[src/rtl/ft_recovery_pkg.sv]
// Shared types and constants for the lockstep fault-recovery controller.
package ft_recovery_pkg;

    typedef enum logic [2:0] {
        StIdle,
        StHalt,
        StCopy,
        StSettle,
        StResume,
        StFatal
    } rec_state_t;

    localparam int unsigned GPR_ADDR_W  = 5;
    localparam int unsigned RECOV_CNT_W = 8;

endpackage

[src/rtl/ft_sat_counter.sv]
// Up-counter that sticks at its all-ones value; synchronous clear wins over increment.
module ft_sat_counter #(
    parameter int unsigned WIDTH = 8
) (
    input  logic             clk,
    input  logic             rst_n,
    input  logic             inc,
    input  logic             clr,
    output logic [WIDTH-1:0] count
);

    always_ff @(posedge clk or negedge rst_n) begin
        if (!rst_n) begin
            count <= '0;
        end else if (clr) begin
            count <= '0;
        end else if (inc && (count != '1)) begin
            count <= count + WIDTH'(1);
        end
    end

endmodule

[src/rtl/ft_recovery_ctrl.sv]
// Lockstep recovery controller: halts both cores, restores x1..x31 from the shared GPR, resumes.
// Optional halt_ack timeout is enabled by defining FT_RECOVERY_TIMEOUT_EN.
module ft_recovery_ctrl
    import ft_recovery_pkg::*;
#(
    parameter int unsigned DATA_WIDTH    = 32,
    parameter int unsigned NUM_REGS      = 32,
    parameter int unsigned MAX_RETRY     = 3,
    parameter int unsigned SETTLE_CYCLES = 2
`ifdef FT_RECOVERY_TIMEOUT_EN
    ,
    parameter int unsigned HALT_TIMEOUT  = 64
`endif
) (
    input  logic                   clk,
    input  logic                   rst_n,
    input  logic                   mismatch_i,
    input  logic                   commit_i,
    input  logic                   halt_ack_i,
    output logic                   halt_o,
    output logic [GPR_ADDR_W-1:0]  sgpr_raddr_o,
    input  logic [DATA_WIDTH-1:0]  sgpr_rdata_i,
    output logic                   restore_we_o,
    output logic [GPR_ADDR_W-1:0]  restore_addr_o,
    output logic [DATA_WIDTH-1:0]  restore_data_o,
    output logic                   resume_o,
    output logic                   fatal_o,
    output logic [RECOV_CNT_W-1:0] recovery_cnt_o
);

    localparam int unsigned RETRY_W  = (MAX_RETRY < 1) ? 1 : $clog2(MAX_RETRY + 1);
    localparam int unsigned SETTLE_W = (SETTLE_CYCLES < 1) ? 1 : $clog2(SETTLE_CYCLES + 1);

    rec_state_t           state;
    logic [RETRY_W-1:0]   retry_cnt;
    logic [SETTLE_W-1:0]  settle_cnt;
    logic                 retry_at_max;
    logic                 start_recovery;
    logic                 clear_retry;

`ifdef FT_RECOVERY_TIMEOUT_EN
    localparam int unsigned HALT_CNT_W = (HALT_TIMEOUT < 2) ? 1 : $clog2(HALT_TIMEOUT);
    logic [HALT_CNT_W-1:0] halt_cnt;
`endif

    assign retry_at_max   = (retry_cnt == RETRY_W'(MAX_RETRY));
    assign start_recovery = (state == StIdle) && mismatch_i && !retry_at_max;
    // A mismatch in the same cycle as a commit takes precedence.
    assign clear_retry    = (state == StIdle) && commit_i && !mismatch_i;

    ft_sat_counter #(
        .WIDTH (RETRY_W)
    ) u_retry_cnt (
        .clk   (clk),
        .rst_n (rst_n),
        .inc   (start_recovery),
        .clr   (clear_retry),
        .count (retry_cnt)
    );

    ft_sat_counter #(
        .WIDTH (RECOV_CNT_W)
    ) u_recovery_cnt (
        .clk   (clk),
        .rst_n (rst_n),
        .inc   (start_recovery),
        .clr   (1'b0),
        .count (recovery_cnt_o)
    );

    always_ff @(posedge clk or negedge rst_n) begin
        if (!rst_n) begin
            state          <= StIdle;
            halt_o         <= 1'b0;
            sgpr_raddr_o   <= '0;
            restore_we_o   <= 1'b0;
            restore_addr_o <= '0;
            restore_data_o <= '0;
            resume_o       <= 1'b0;
            fatal_o        <= 1'b0;
            settle_cnt     <= '0;
`ifdef FT_RECOVERY_TIMEOUT_EN
            halt_cnt       <= '0;
`endif
        end else begin
            restore_we_o   <= 1'b0;
            restore_addr_o <= '0;
            restore_data_o <= '0;
            resume_o       <= 1'b0;
            unique case (state)
                StIdle: begin
`ifdef FT_RECOVERY_TIMEOUT_EN
                    halt_cnt <= '0;
`endif
                    if (mismatch_i) begin
                        halt_o <= 1'b1;
                        if (retry_at_max) begin
                            state   <= StFatal;
                            fatal_o <= 1'b1;
                        end else begin
                            state <= StHalt;
                        end
                    end
                end
                StHalt: begin
                    if (halt_ack_i) begin
                        state        <= StCopy;
                        sgpr_raddr_o <= GPR_ADDR_W'(1);
                    end
`ifdef FT_RECOVERY_TIMEOUT_EN
                    else if (halt_cnt == HALT_CNT_W'(HALT_TIMEOUT - 1)) begin
                        state   <= StFatal;
                        fatal_o <= 1'b1;
                    end else begin
                        halt_cnt <= halt_cnt + HALT_CNT_W'(1);
                    end
`endif
                end
                StCopy: begin
                    // Read data is combinational from the address, so capture it directly.
                    restore_we_o   <= 1'b1;
                    restore_addr_o <= sgpr_raddr_o;
                    restore_data_o <= sgpr_rdata_i;
                    if (sgpr_raddr_o == GPR_ADDR_W'(NUM_REGS - 1)) begin
                        state        <= StSettle;
                        sgpr_raddr_o <= '0;
                        settle_cnt   <= '0;
                    end else begin
                        sgpr_raddr_o <= sgpr_raddr_o + GPR_ADDR_W'(1);
                    end
                end
                StSettle: begin
                    if (settle_cnt == SETTLE_W'(SETTLE_CYCLES)) begin
                        state    <= StResume;
                        resume_o <= 1'b1;
                        halt_o   <= 1'b0;
                    end else begin
                        settle_cnt <= settle_cnt + SETTLE_W'(1);
                    end
                end
                StResume: begin
                    state <= StIdle;
                end
                StFatal: begin
                    state <= StFatal;
                end
                default: begin
                    state  <= StIdle;
                    halt_o <= 1'b0;
                end
            endcase
        end
    end

endmodule

[config.mk]
export PLATFORM = sky130hd
export DESIGN_NAME = ft_recovery_ctrl
export DESIGN_NICKNAME = d
export VERILOG_FILES = /design/src/rtl/ft_recovery_pkg.sv /design/src/rtl/ft_sat_counter.sv /design/src/rtl/ft_recovery_ctrl.sv
export SDC_FILE = /design/constraint.sdc
export NUM_CORES = 1
export LEC_CHECK = 0
export CAP_MARGIN = 0
export CORE_UTILIZATION = 40
export CTS_CLUSTER_DIAMETER = 100
export DETAILED_ROUTE_END_ITERATION = 12
export GPL_TIMING_DRIVEN = 0
export MAX_ROUTING_LAYER = met4
export PLACE_DENSITY = 0.77
export SLEW_MARGIN = 20
export SYNTH_ARGS = -nofsm -noshare
export SYNTH_HDL_FRONTEND = slang
export SYNTH_SLANG_ARGS = --single-unit
export TNS_END_PERCENT = 5
[constraint.sdc]
create_clock -name clk -period 1.8 [get_ports clk]
set_clock_uncertainty 0.05 [all_clocks]
set_input_delay 0.18 -clock clk [delete_from_list [all_inputs] [get_ports clk]]
set_output_delay 0.18 -clock clk [all_outputs]
set_load 0.02 [all_outputs]
-- Yosys cells after proc, flatten, opt, wreduce, memory -nomap -nowiden
Cells that the tools add are included.
- bits in latches: 0
- bits of input ports: 37
- flip-flop bits (word level): 61
- memories: 0
- ROM bits: 0
- output and inout bits: 54
- bits in writable memories: 0
- word-level logic and storage cells: 71
- add/sub/neg operators: 4
- equality and inequality tests: 15
- multiply operators: 0
- order comparisons: 0
- reduce and logical (&&, ||, !) cells: 18
- mux-type cells: 22
- div/mod/pow operators: 0
- shifts and indexed selects: 0
- bitwise gates (word level): 1
- operators by type and width (cell ; number):
    $mux W32 ; 1
    $mux W3 ; 5
    $mux W5 ; 3
    $pmux W3 S5 ; 1
    $ne A2 B2 Y1 const B ; 6
    $pmux W5 S2 ; 1
    $reduce_and A3 Y1 ; 3
    $add A8 B1 Y8 const B ; 1
    $mux W2 ; 4
    $ne A8 B8 Y1 const B ; 1
    $eq A3 B2 Y1 const B ; 2
    $eq A3 B3 Y1 const B ; 2
    $logic_and A1 B1 Y1 ; 6
    $reduce_bool A2 Y1 ; 3
    $add A5 B1 Y5 const B ; 1
    $eq A5 B5 Y1 const B ; 1
    $mux W1 ; 5
    $add A2 B1 Y2 const B ; 2
    $eq A2 B2 Y1 const B ; 2
    $pmux W2 S2 ; 1
    $reduce_and A4 Y1 ; 1
    $reduce_or A4 Y1 ; 1
    $eq A3 B1 Y1 const B ; 1
    $logic_not A3 Y1 ; 1
    other kinds (4) ; 5

-- Depth between registers and ports, before layout
Gate-level depths: netlist of the first run.
- depth in word-level cells: 6
- mapped depth: 6
- depth with buffers taken out: 6

-- Cells and area by module
Synthesis of the first run repeated with hierarchy kept, for this count alone.
- cells, all modules: 212
- area, all modules: 2501.1 sq um
- by module, submodules not included (module ; cells each ; area each (sq um) ; seq. area each (sq um) ; times used):
    ft_recovery_ctrl ; 153 ; 1913.1 ; 1276.2 ; 1
    ft_sat_counter (u_recovery_cnt) ; 49 ; 464.2 ; 200.2 ; 1
    ft_sat_counter (u_retry_cnt) ; 10 ; 123.9 ; 50.0 ; 1

==> results of run 1 <==
cells in the final DEF (no fill, tap or decap), types with 2 or more instances in the layout:
cell type,Yosys,routed
a22o_1,6,6
nand2b_1,3,3
mux2_2,3,3
inv_1,4,4
ha_2,0,2
buf_2,2,2
nor2b_1,3,2
o31ai_1,2,2
ha_1,5,3
and2_1,37,37
and3_1,4,4
nand3b_1,2,2
a21oi_1,4,4
o21ai_0,8,8
nand2_1,14,14
mux2_4,2,2
xnor2_1,2,2
dfrtp_1,61,60
clkbuf_1,3,8
clkbuf_8,0,10
nand3_1,6,6
xor2_1,3,3
buf_4,1,2
clkdlybuf4s50_1,0,89
nor2_1,8,8
cells by family after synthesis:
family / Yosys count
AND/OR/NAND/NOR: 85
flip-flops: 61
AO/OA/AOI/OAI: 26
buffers and inverters: 12
XOR/XNOR: 5
multiplexers: 5
adder cells (fa/ha/maj): 5
what timing repair did:
action	4_1_cts	5_1_grt
resized for setup	1	3
setup endpoints to repair	1	4
hold buffers	1	0
hold endpoints to repair	30	0
pin swaps	0	0
gates cloned	0	0
report_power, final:
group	internal, mW	switching [mW]
combinational	1.30	1.32
clock	0.682	0.476
sequential	1.84	0.299
total	3.82	2.10
sequential cells by signal, indices dropped and copies added (netlist names):
register              flops
restore_addr_o            5
sgpr_raddr_o              5
u_recovery_cnt.count      8
u_retry_cnt.count         2
settle_cnt                2
halt_o                    1
resume_o                  1
restore_data_o           32
state                     3
restore_we_o              1
fatal_o                   1
Yosys cell counts, types with 2 or more instances:
cell	n	share of area
ha_1	5	0.026
nand3_1	6	0.012
dfrtp_1	61	0.63
nand2b_1	3	0.0077
buf_2	2	0.0041
a22o_1	6	0.022
xor2_1	3	0.011
inv_1	4	0.0062
nand2_1	14	0.022
o21ai_0	8	0.016
mux2_4	2	0.012
xnor2_1	2	0.0072
o31ai_1	2	0.0062
and2_1	37	0.095
and3_1	4	0.010
clkbuf_1	3	0.0046
nand3b_1	2	0.0062
nor2b_1	3	0.0077
mux2_2	3	0.014
a21oi_1	4	0.0082
nor2_1	8	0.012
worst register-to-register path, stage by stage (launching register included):
cell and delay [ns]:
dfrtp_1 0.41, ha_2 0.25, nor2b_2 0.17, nand4_2 0.16
nor3_2 0.22, mux2_2 0.35
worst paths after layout:
kind | slack (ns) | startpoint | end | cells past startpoint
max | 0.09 | u_retry_cnt.count[0] | u_recovery_cnt.count[7] | 5
min | 0.28 | rst_n | u_recovery_cnt.count[7] | 2
max reg2reg | 0.09 | u_retry_cnt.count[0] | u_recovery_cnt.count[7] | 5
min reg2reg | 0.42 | fatal_o | fatal_o | 1
max in group asynchronous | 0.93 | rst_n | u_recovery_cnt.count[0] | 3
min in group clk | 0.36 | sgpr_rdata_i[30] | restore_data_o[30] | 2
final cells by class:
| class | instances | share of cell area |
|---|---|---|
| inverter | 4 | 0.00411 |
| clock buffer | 15 | 0.0428 |
| tap | 75 | 0.0257 |
| sequential | 61 | 0.418 |
| multi-input combinational | 126 | 0.235 |
| buffer | 8 | 0.0123 |
| clock inverter | 1 | 0.00821 |
| timing repair buffer | 92 | 0.254 |
per-layer routing:
layer | share of wire | vias to the layer above
li1 | - | 869
met1 | 0.43 | 902
met2 | 0.51 | 48
met3 | 0.054 | 4
met4 | 0.0084 | 0
met5 | 0 | -
per-stage QoR:
stage               TNS, ns  hold slack [ns]
global route              0            0.306
floorplan                 0           -0.166
detailed placement   -0.419           0.0861
CTS                       0            0.278
finish                    0            0.277
global placement     -87.51            0.399
==> impl_metrics.csv, run 1 <==
group,metric,value,unit
power,p_total,5.92,mW
power,cellLeakagePower,1.65,nW
placement,place_ws,-0.161,ns
sta,timing.fmax,0.584,GHz
sta,grt_setup_unrepaired,"false",
floorplanning,core_area,5890,um^2
critical_path,critPathMaxFanout,7,
grt,wire_length_of_the_first_global_routing_pass,8.28,mm
clocking,setup_bufs_post_cts,0,
cells_and_area,flow.area_growth_from_synthesis,49.9,%
routing,drtPass1Iterations,4,
logic_synthesis,synth-compound-area-share,0.0729,
clocking,cts_htree_levels,3,
placement,routabilityCongestion,0.783,
cells_and_area,nets,344,
sta,final_max_slew_viols,0,
cells_and_area,final_design_area_no_fill,3660,um^2
job,drv_cap,0,
clocking,clock_tree_from_tritoncts,"yes",
logic_synthesis,post_synth_edffs,0,
routing,drt-wirelength-per-cell,13.0,um
sta,headroom_to_the_max_slew_limit,0.663,
grt,grt_util_all_layers,0.175,
logic_synthesis,synth-xor-area-share,0.0180,
grt,use_met3,0.0511,
cells_and_area,diode_insertion_count_for_antenna_repair,0,
sta,final-hold-violation-count,0,
placement,io_port_bufs,90,
logic_synthesis,synth_cell_types,38,
cells_and_area,instances_no_fill,382,
cells_and_area,multi_input_area,860,um^2
placement,detailed_place.area,3450,um^2
routing,initialDrtViolationCount,76,
cells_and_area,ff_latch_area,1530,um^2
power,power_density,1620,nW/um^2
clocking,maximum_clock_insertion_buffer_count,2,
cells_and_area,n_fill_cell,499,
sta,tightestPinTransition,0.503,ns
critical_path,timing.critical_path.arrival,1.87,ns
grt,antenna_found_initial,0,
floorplanning,floorplan_row_count,28,
logic_synthesis,yosysSeqAreaShare,0.626,
logic_synthesis,synth.net_count,241,
grt,grt_util_met1,0.205,
logic_synthesis,muxShareOfSynthArea,0.0262,
logic_synthesis,synth_fa_ha_area_frac,0.0257,
sta,setup_viol,0,
clocking,clock-root-buffer,"clkbuf_8",
power,vdd.ir_drop.worst,0.821,mV
logic_synthesis,async_flop_share,1.00,
routing,totalWireLength,4.98,mm
critical_path,cpMaxStageDelayCell,"dfrtp_1",
logic_synthesis,synth_simple_gate_area_frac,0.207,
cells_and_area,layout.core_utilization,0.621,
critical_path,count_of_buffer_and_inverter_cells_on_the_critical_path,0,
placement,hpwlAfterDp,3.61,mm
grt,globalRoute.totalOverflow,0,
grt,largest_net_degree_at_the_start_of_global_routing,32,
floorplanning,die_area,6410,um^2
routing,drt.antenna.violating_nets,0,
status,status,"completed",
logic_synthesis,synth.cell_area,2440,um^2
sta,final_worst_path_period_need,1.71,ns
grt,grt-busiest-layer,"met2",
critical_path,cell_breakdown_of_the_critical_path,"ha_2 -> nor2b_2 -> nand4_2 -> nor3_2 -> mux2_2",
placement,place_inst,365,
grt,groute.layer.met2.usage,0.281,
logic_synthesis,ys_warn_count,0,
routing,post_detailed_route_drc_marker_count,0,
sta,final_worst_setup_slack,0.0869,ns
hold_path,hold_path.class,"in2async",
clocking,clock_sink_count,61,
logic_synthesis,combinational_family_with_the_most_area_after_synthesis,"simple AND/OR/NAND/NOR gates",
logic_synthesis,synth.avg_cell_area,12.3,um^2
critical_path,critical_path_class,"reg2reg",
floorplanning,design.portCount,91,
clocking,worst_skew_pair.late_latency,0.32,ns
logic_synthesis,synth-main-ff-cell,"dfrtp_1",
floorplanning,effective_utilization_at_floorplan,0.414,
logic_synthesis,syn-instance-count,199,
floorplanning,die-height,80.1,um
clocking,clkSlewWorstSetupHoldPaths,0.06,ns
logic_synthesis,synth.ff_latch_count,61,
critical_path,path_delay_family,"simple AND/OR/NAND/NOR gates",
cells_and_area,fraction_of_layout_instances_using_a_drive_strength_above_1,0.107,
routing,average_via_count_per_standard_cell,4.77,
routing,dr_total_vias,1823,
critical_path,critPathCaptureType,"flop",
critical_path,worst_setup_path_start_kind,"flop",
critical_path,slowest_delay,0.41,ns
grt,vias_in_the_first_global_route,1899,
sta,min_period_over_period,0.952,
floorplanning,fp.dieW,80.1,um
critical_path,required,1.96,ns
clocking,cts_made_buffers,9,
Note: power is estimated with default switching activity, not from simulation.
==> run 2, diff against run 1 <==
CORE_UTILIZATION = 41   (was 40)
CTS_BUF_LIST = sky130_fd_sc_hd__clkbuf_8   (was unset)
PLACE_DENSITY = 0.79   (was 0.77)
==> impl_metrics.csv, run 2 (synthesized netlist as in run 1, its figures left out) <==
group,metric,value,unit
sta,headroom_to_the_max_slew_limit,0.646,
routing,initialDrtViolationCount,79,
power,cellLeakagePower,1.68,nW
critical_path,count_of_buffer_and_inverter_cells_on_the_critical_path,0,
power,intPower,3.78,mW
cells_and_area,reg_top3,"restore_data_o x32, u_recovery_cnt.count x8",
critical_path,cpMaxStageDelayCell,"dfrtp_1",
sta,setup_viol,0,
placement,hpwlAfterDp,3.49,mm
cells_and_area,largest_register_ffs,32,
clocking,clock_tree_from_tritoncts,"yes",
critical_path,timing.critical_path.arrival,1.86,ns
sta,grt_setup_unrepaired,"false",
critical_path,critPathMaxFanout,4,
job,drv_cap,0,
floorplanning,fp.dieW,79.1,um
grt,globalRoute.totalOverflow,0,
sta,final_max_slew_viols,0,
routing,drt-wirelength-per-cell,12.6,um
critical_path,cell_breakdown_of_the_critical_path,"ha_1 -> nand2_1 -> or3_1 -> nand3_1 -> mux2_2",
grt,vias_in_the_first_global_route,1730,
routing,dr_total_vias,1803,
cells_and_area,layout.cells.most_common_list,"clkdlybuf4s50_1, dfrtp_1, and2_1",
sta,fin_hold_ws,0.183,ns
placement,place_ws,-0.164,ns
grt,largest_net_degree_at_the_start_of_global_routing,52,
critical_path,worst_setup_path_start_kind,"flop",
critical_path,path_delay_family,"simple AND/OR/NAND/NOR gates",
clocking,clock_sink_count,61,
clocking,cts_made_buffers,9,
cells_and_area,n_fill_cell,466,
sta,final-hold-violation-count,0,
placement,place_inst,362,
cells_and_area,instances_no_fill,381,
routing,average_via_count_per_standard_cell,4.73,
sta,setup_total_negative_slack,0,ns
sta,final_worst_setup_slack,0.0936,ns
floorplanning,core_area,5610,um^2
power,vdd.ir_drop.worst,0.973,mV
clocking,clkSlewWorstSetupHoldPaths,0.07,ns
hold_path,hold_path.class,"in2async",
power,comb_power_share,0.454,
sta,final_worst_path_period_need,1.71,ns
floorplanning,design.portCount,91,
routing,drtPass1Iterations,4,
routing,drt.antenna.violating_nets,0,
clocking,cts_htree_levels,3,
critical_path,required,1.96,ns
sta,tightestPinTransition,0.529,ns
power,p_sw,2.09,mW
sta,min_period_over_period,0.948,
placement,routabilityCongestion,0.744,
cells_and_area,layout.cells.most_common,"clkdlybuf4s50_1",
routing,totalWireLength,4.78,mm
grt,grt_util_all_layers,0.176,
critical_path,slowest_delay,0.43,ns
sta,timing.fmax,0.586,GHz
clocking,worst_skew_pair.late_latency,0.32,ns
power,clock_power_share,0.182,
clocking,maximum_clock_insertion_buffer_count,2,
floorplanning,die-height,79.1,um
grt,wire_length_of_the_first_global_routing_pass,8.05,mm
floorplanning,floorplan_row_count,27,
cells_and_area,fraction_of_layout_instances_using_a_drive_strength_above_1,0.117,
power,power_density,1600,nW/um^2
power,switching_share,0.357,
clocking,clock-root-buffer,"clkbuf_8",
floorplanning,effective_utilization_at_floorplan,0.435,
status,status,"completed",
floorplanning,die_area,6260,um^2
cells_and_area,nets,347,
routing,post_detailed_route_drc_marker_count,0,
cells_and_area,largest_register_by_flop_count,"restore_data_o",
power,seqPwrFrac,0.364,
grt,antenna_found_initial,0,
critical_path,critPathCaptureType,"flop",
critical_path,critical_path_class,"reg2reg",
cells_and_area,diode_insertion_count_for_antenna_repair,0,
cells_and_area,flow.area_growth_from_synthesis,50.7,%
placement,io_port_bufs,90,
power,p_total,5.87,mW
[run 2: changes by cell type in the layout (fill, tap and decap cells not counted), sizes merged]
cell	before	now
clkbuf	19	16
clkinv	0	1
inv	4	6
bufinv	1	0
buf	6	9
[run 2: path summary, 6_finish.rpt]
path	from	end	slack, ns	cells past startpoint
max	u_recovery_cnt.count[0]	u_recovery_cnt.count[1]	0.09	5
min	rst_n	u_recovery_cnt.count[5]	0.18	2
max reg2reg	u_recovery_cnt.count[0]	u_recovery_cnt.count[1]	0.09	5
min reg2reg	fatal_o	fatal_o	0.44	1
max in group asynchronous	rst_n	restore_data_o[6]	1.04	3
min in group clk	sgpr_rdata_i[5]	restore_data_o[5]	0.36	2
[run 2: metrics by stage]
stage           util  instance area [um^2]
4_1_cts        0.650                  3650
6_report       0.655                  3670
3_5_place_dp   0.616                  3450
5_1_grt        0.655                  3670
3_3_place_gp   0.612                  3430
2_1_floorplan      -                  2440
[run 2: cell type report]
class	instances	area (um^2)	share of cell area
timing repair buffer	95	958	0.261
buffer	8	45.0	0.0123
inverter	4	15.0	0.00409
clock buffer	12	165	0.0449
multi-input combinational	126	862	0.235
sequential	61	1530	0.415
clock inverter	3	12.5	0.00340
tap	72	90.1	0.0245
[run 2: what timing repair did]
item	in CTS	in global routing
hold endpoints to repair	61	0
pin swaps	0	1
gates resized for setup	2	1
hold buffers	1	0
setup endpoints to repair	3	1
setup buffers	0	3
[run 2: power by group through the flow]
stage / clock [mW] / sequential (mW) / combinational (mW)
2_1_floorplan: 0 / 2.63 / 0.963
3_3_place_gp: 0 / 2.14 / 2.57
3_5_place_dp: 0 / 2.16 / 2.63
4_1_cts: 1.11 / 2.14 / 2.65
5_1_grt: 1.18 / 2.21 / 2.91
6_report: 1.07 / 2.14 / 2.67
[run 2: routing by layer]
metal | vias to the layer above | global-route usage | share of wire
li1 | 876 | - | -
met1 | 851 | 0.218 | 0.44
met2 | 68 | 0.256 | 0.46
met3 | 8 | 0.0782 | 0.084
met4 | 0 | 0.0582 | 0.014
met5 | - | - | 0
[run 2: worst reg2reg max path, cell delays in order (launching register included)]
cell     delay [ns]
dfrtp_1        0.43
ha_1           0.23
nand2_1        0.05
or3_1          0.35
nand3_1        0.14
mux2_2         0.34
==> run 3, diff against run 2 <==
--- a/config.mk
+++ b/config.mk
@@ -11,5 +11,4 @@
 export CTS_CLUSTER_DIAMETER = 100
 export DETAILED_ROUTE_END_ITERATION = 12
-export GPL_TIMING_DRIVEN = 0
 export MAX_ROUTING_LAYER = met4
 export PLACE_DENSITY = 0.79
==> constraint.sdc (replaced) <==
create_clock -name clk -period 1.8 [get_ports clk]
set_clock_uncertainty 0.05 [all_clocks]
set_input_delay 0.36 -clock clk [delete_from_list [all_inputs] [get_ports clk]]
set_output_delay 0.36 -clock clk [all_outputs]
set_load 0.02 [all_outputs]
==> impl_metrics.csv, run 3 (synthesized netlist as in run 1, its figures left out) <==
group,metric,value,unit
status,status,"completed",
routing,top_routing_layer_in_use,"met4",
cells_and_area,layout.core_utilization,0.665,
grt,globalRoute.totalOverflow,0,
routing,drt.antenna.violating_nets,0,
sta,headroom_to_the_max_slew_limit,0.659,
cells_and_area,nets,350,
grt,antenna_found_initial,0,
routing,met3WireLength,425,um
cells_and_area,largest_register_by_flop_count,"restore_data_o",
clocking,cts_made_buffers,9,
critical_path,path_delay_family,"simple AND/OR/NAND/NOR gates",
floorplanning,core_area,5610,um^2
cells_and_area,n_fill_cell,458,
sta,tightestPinTransition,0.512,ns
power,p_total,6.02,mW
floorplanning,die_area,6260,um^2
cells_and_area,layout.cells.most_common,"clkdlybuf4s50_1",
sta,final_max_slew_viols,0,
clocking,clkSlewWorstSetupHoldPaths,0.07,ns
clocking,cts_htree_levels,3,
job,drv_cap,0,
routing,totalWireLength,5.13,mm
routing,average_via_count_per_standard_cell,4.85,
sta,final-hold-violation-count,0,
sta,min_period_over_period,0.959,
routing,drt-wirelength-per-cell,13.4,um
critical_path,critPathCaptureType,"flop",
floorplanning,die-height,79.1,um
power,vdd.ir_drop.worst,0.805,mV
clocking,maximum_clock_insertion_buffer_count,2,
critical_path,critPathMaxFanout,4,
routing,post_detailed_route_drc_marker_count,0,
sta,timing.fmax,0.579,GHz
critical_path,count_of_buffer_and_inverter_cells_on_the_critical_path,0,
routing,dr_wl_met2,2.50,mm
floorplanning,fp.dieW,79.1,um
cells_and_area,instances_no_fill,384,
critical_path,worst_setup_path_start_kind,"flop",
power,power_density,1610,nW/um^2
cells_and_area,flow.area_growth_from_synthesis,53.0,%
floorplanning,effective_utilization_at_floorplan,0.435,
cells_and_area,layout.cells.most_common_list,"clkdlybuf4s50_1, dfrtp_1, and2_1",
cells_and_area,fraction_of_layout_instances_using_a_drive_strength_above_1,0.141,
critical_path,critical_path_class,"reg2reg",
critical_path,slowest_delay,0.41,ns
sta,setup_viol,0,
placement,place_inst,368,
clocking,worst_skew_pair.late_latency,0.32,ns
sta,fin_hold_ws,0.426,ns
hold_path,hold_path.class,"reg2reg",
clocking,setup_bufs_post_cts,0,
cells_and_area,largest_register_ffs,32,
critical_path,required,1.96,ns
placement,hpwlAfterDp,3.74,mm
placement,io_port_bufs,90,
clocking,clock_sink_count,61,
routing,dr_total_vias,1862,
clocking,clock_tree_from_tritoncts,"yes",
power,cellLeakagePower,1.77,nW
routing,initialDrtViolationCount,80,
clocking,clock-root-buffer,"clkbuf_8",
grt,largest_net_degree_at_the_start_of_global_routing,24,
floorplanning,design.portCount,91,
critical_path,cell_breakdown_of_the_critical_path,"ha_1 -> nand2_1 -> or3_1 -> nand3_1 -> mux2_2",
floorplanning,floorplan_row_count,27,
grt,vias_in_the_first_global_route,1881,
grt,wire_length_of_the_first_global_routing_pass,8.50,mm
cells_and_area,diode_insertion_count_for_antenna_repair,0,
sta,grt_setup_unrepaired,"true",
placement,place_ws,-0.212,ns
sta,final_worst_path_period_need,1.73,ns
cells_and_area,reg_top3,"restore_data_o x32, u_recovery_cnt.count x8",
routing,drtPass1Iterations,4,
grt,grt_util_all_layers,0.189,
routing,m1WireLength,2.16,mm
critical_path,timing.critical_path.arrival,1.88,ns
sta,final_worst_setup_slack,0.0742,ns
placement,routabilityCongestion,0.790,
critical_path,cpMaxStageDelayCell,"dfrtp_1",
run 3: changes by cell type in the layout (fill, tap and decap cells not counted), moves of 2 or more:
cell,previous run,this run
buf_4,5,13
dlymetal6s2s_1,0,2
inv_1,6,4
clkbuf_1,3,0
dlygate4sd2_1,0,11
buf_12,0,2
clkdlybuf4s50_1,89,76
run 3: metal layers:
| layer | track usage | vias up |
|---|---|---|
| met2 | 0.286 | 80 |
| met1 | 0.213 | 887 |
| met3 | 0.0920 | 7 |
| met5 | - | - |
| met4 | 0.0818 | 0 |
| li1 | - | 888 |
run 3: power breakdown:
| part | internal (mW) | leakage [nW] | switching (mW) | total, mW |
|---|---|---|---|---|
| Combinational | 1.34 | 0.875 | 1.38 | 2.72 |
| Clock | 0.702 | 0.101 | 0.496 | 1.20 |
| Sequential | 1.84 | 0.798 | 0.260 | 2.10 |
run 3: layout make-up:
type	instances	area, um^2	share of cell area
well taps	72	90.1	0.0241
clock inverters	4	47.5	0.0127
inverters	4	15.0	0.00402
clock buffers	11	151	0.0406
multi-input cells	126	866	0.232
repair buffers	106	1030	0.277
flip-flops and latches	61	1530	0.409
run 3: metrics by stage:
step            TNS, ns  instance area [um^2]
2_1_floorplan         0                  2440
3_3_place_gp     -0.706                  3520
3_5_place_dp     -0.740                  3520
4_1_cts               0                  3720
5_1_grt        -0.00473                  3730
6_report              0                  3730
run 3: worst paths after layout:
path                                               from                      end  slack (ns)  depth (start not counted)
worst max-delay path            u_recovery_cnt.count[1]  u_recovery_cnt.count[1]        0.07                          5
worst min-delay path                            fatal_o                  fatal_o        0.43                          1
worst max register to register  u_recovery_cnt.count[1]  u_recovery_cnt.count[1]        0.07                          5
worst min register to register                  fatal_o                  fatal_o        0.43                          1
max in group asynchronous                         rst_n        restore_addr_o[1]        0.72                          3
min in group asynchronous                         rst_n       restore_data_o[29]        0.49                          2
run 3: what timing repair did:
item / 4_1_cts / 5_1_grt
endpoints found under the setup margin: 13 / 5
gates cloned: 0 / 0
pin swaps: 0 / 1
endpoints found under the hold margin: 19 / 0
resized for setup: 12 / 3
hold buffers: 1 / 0
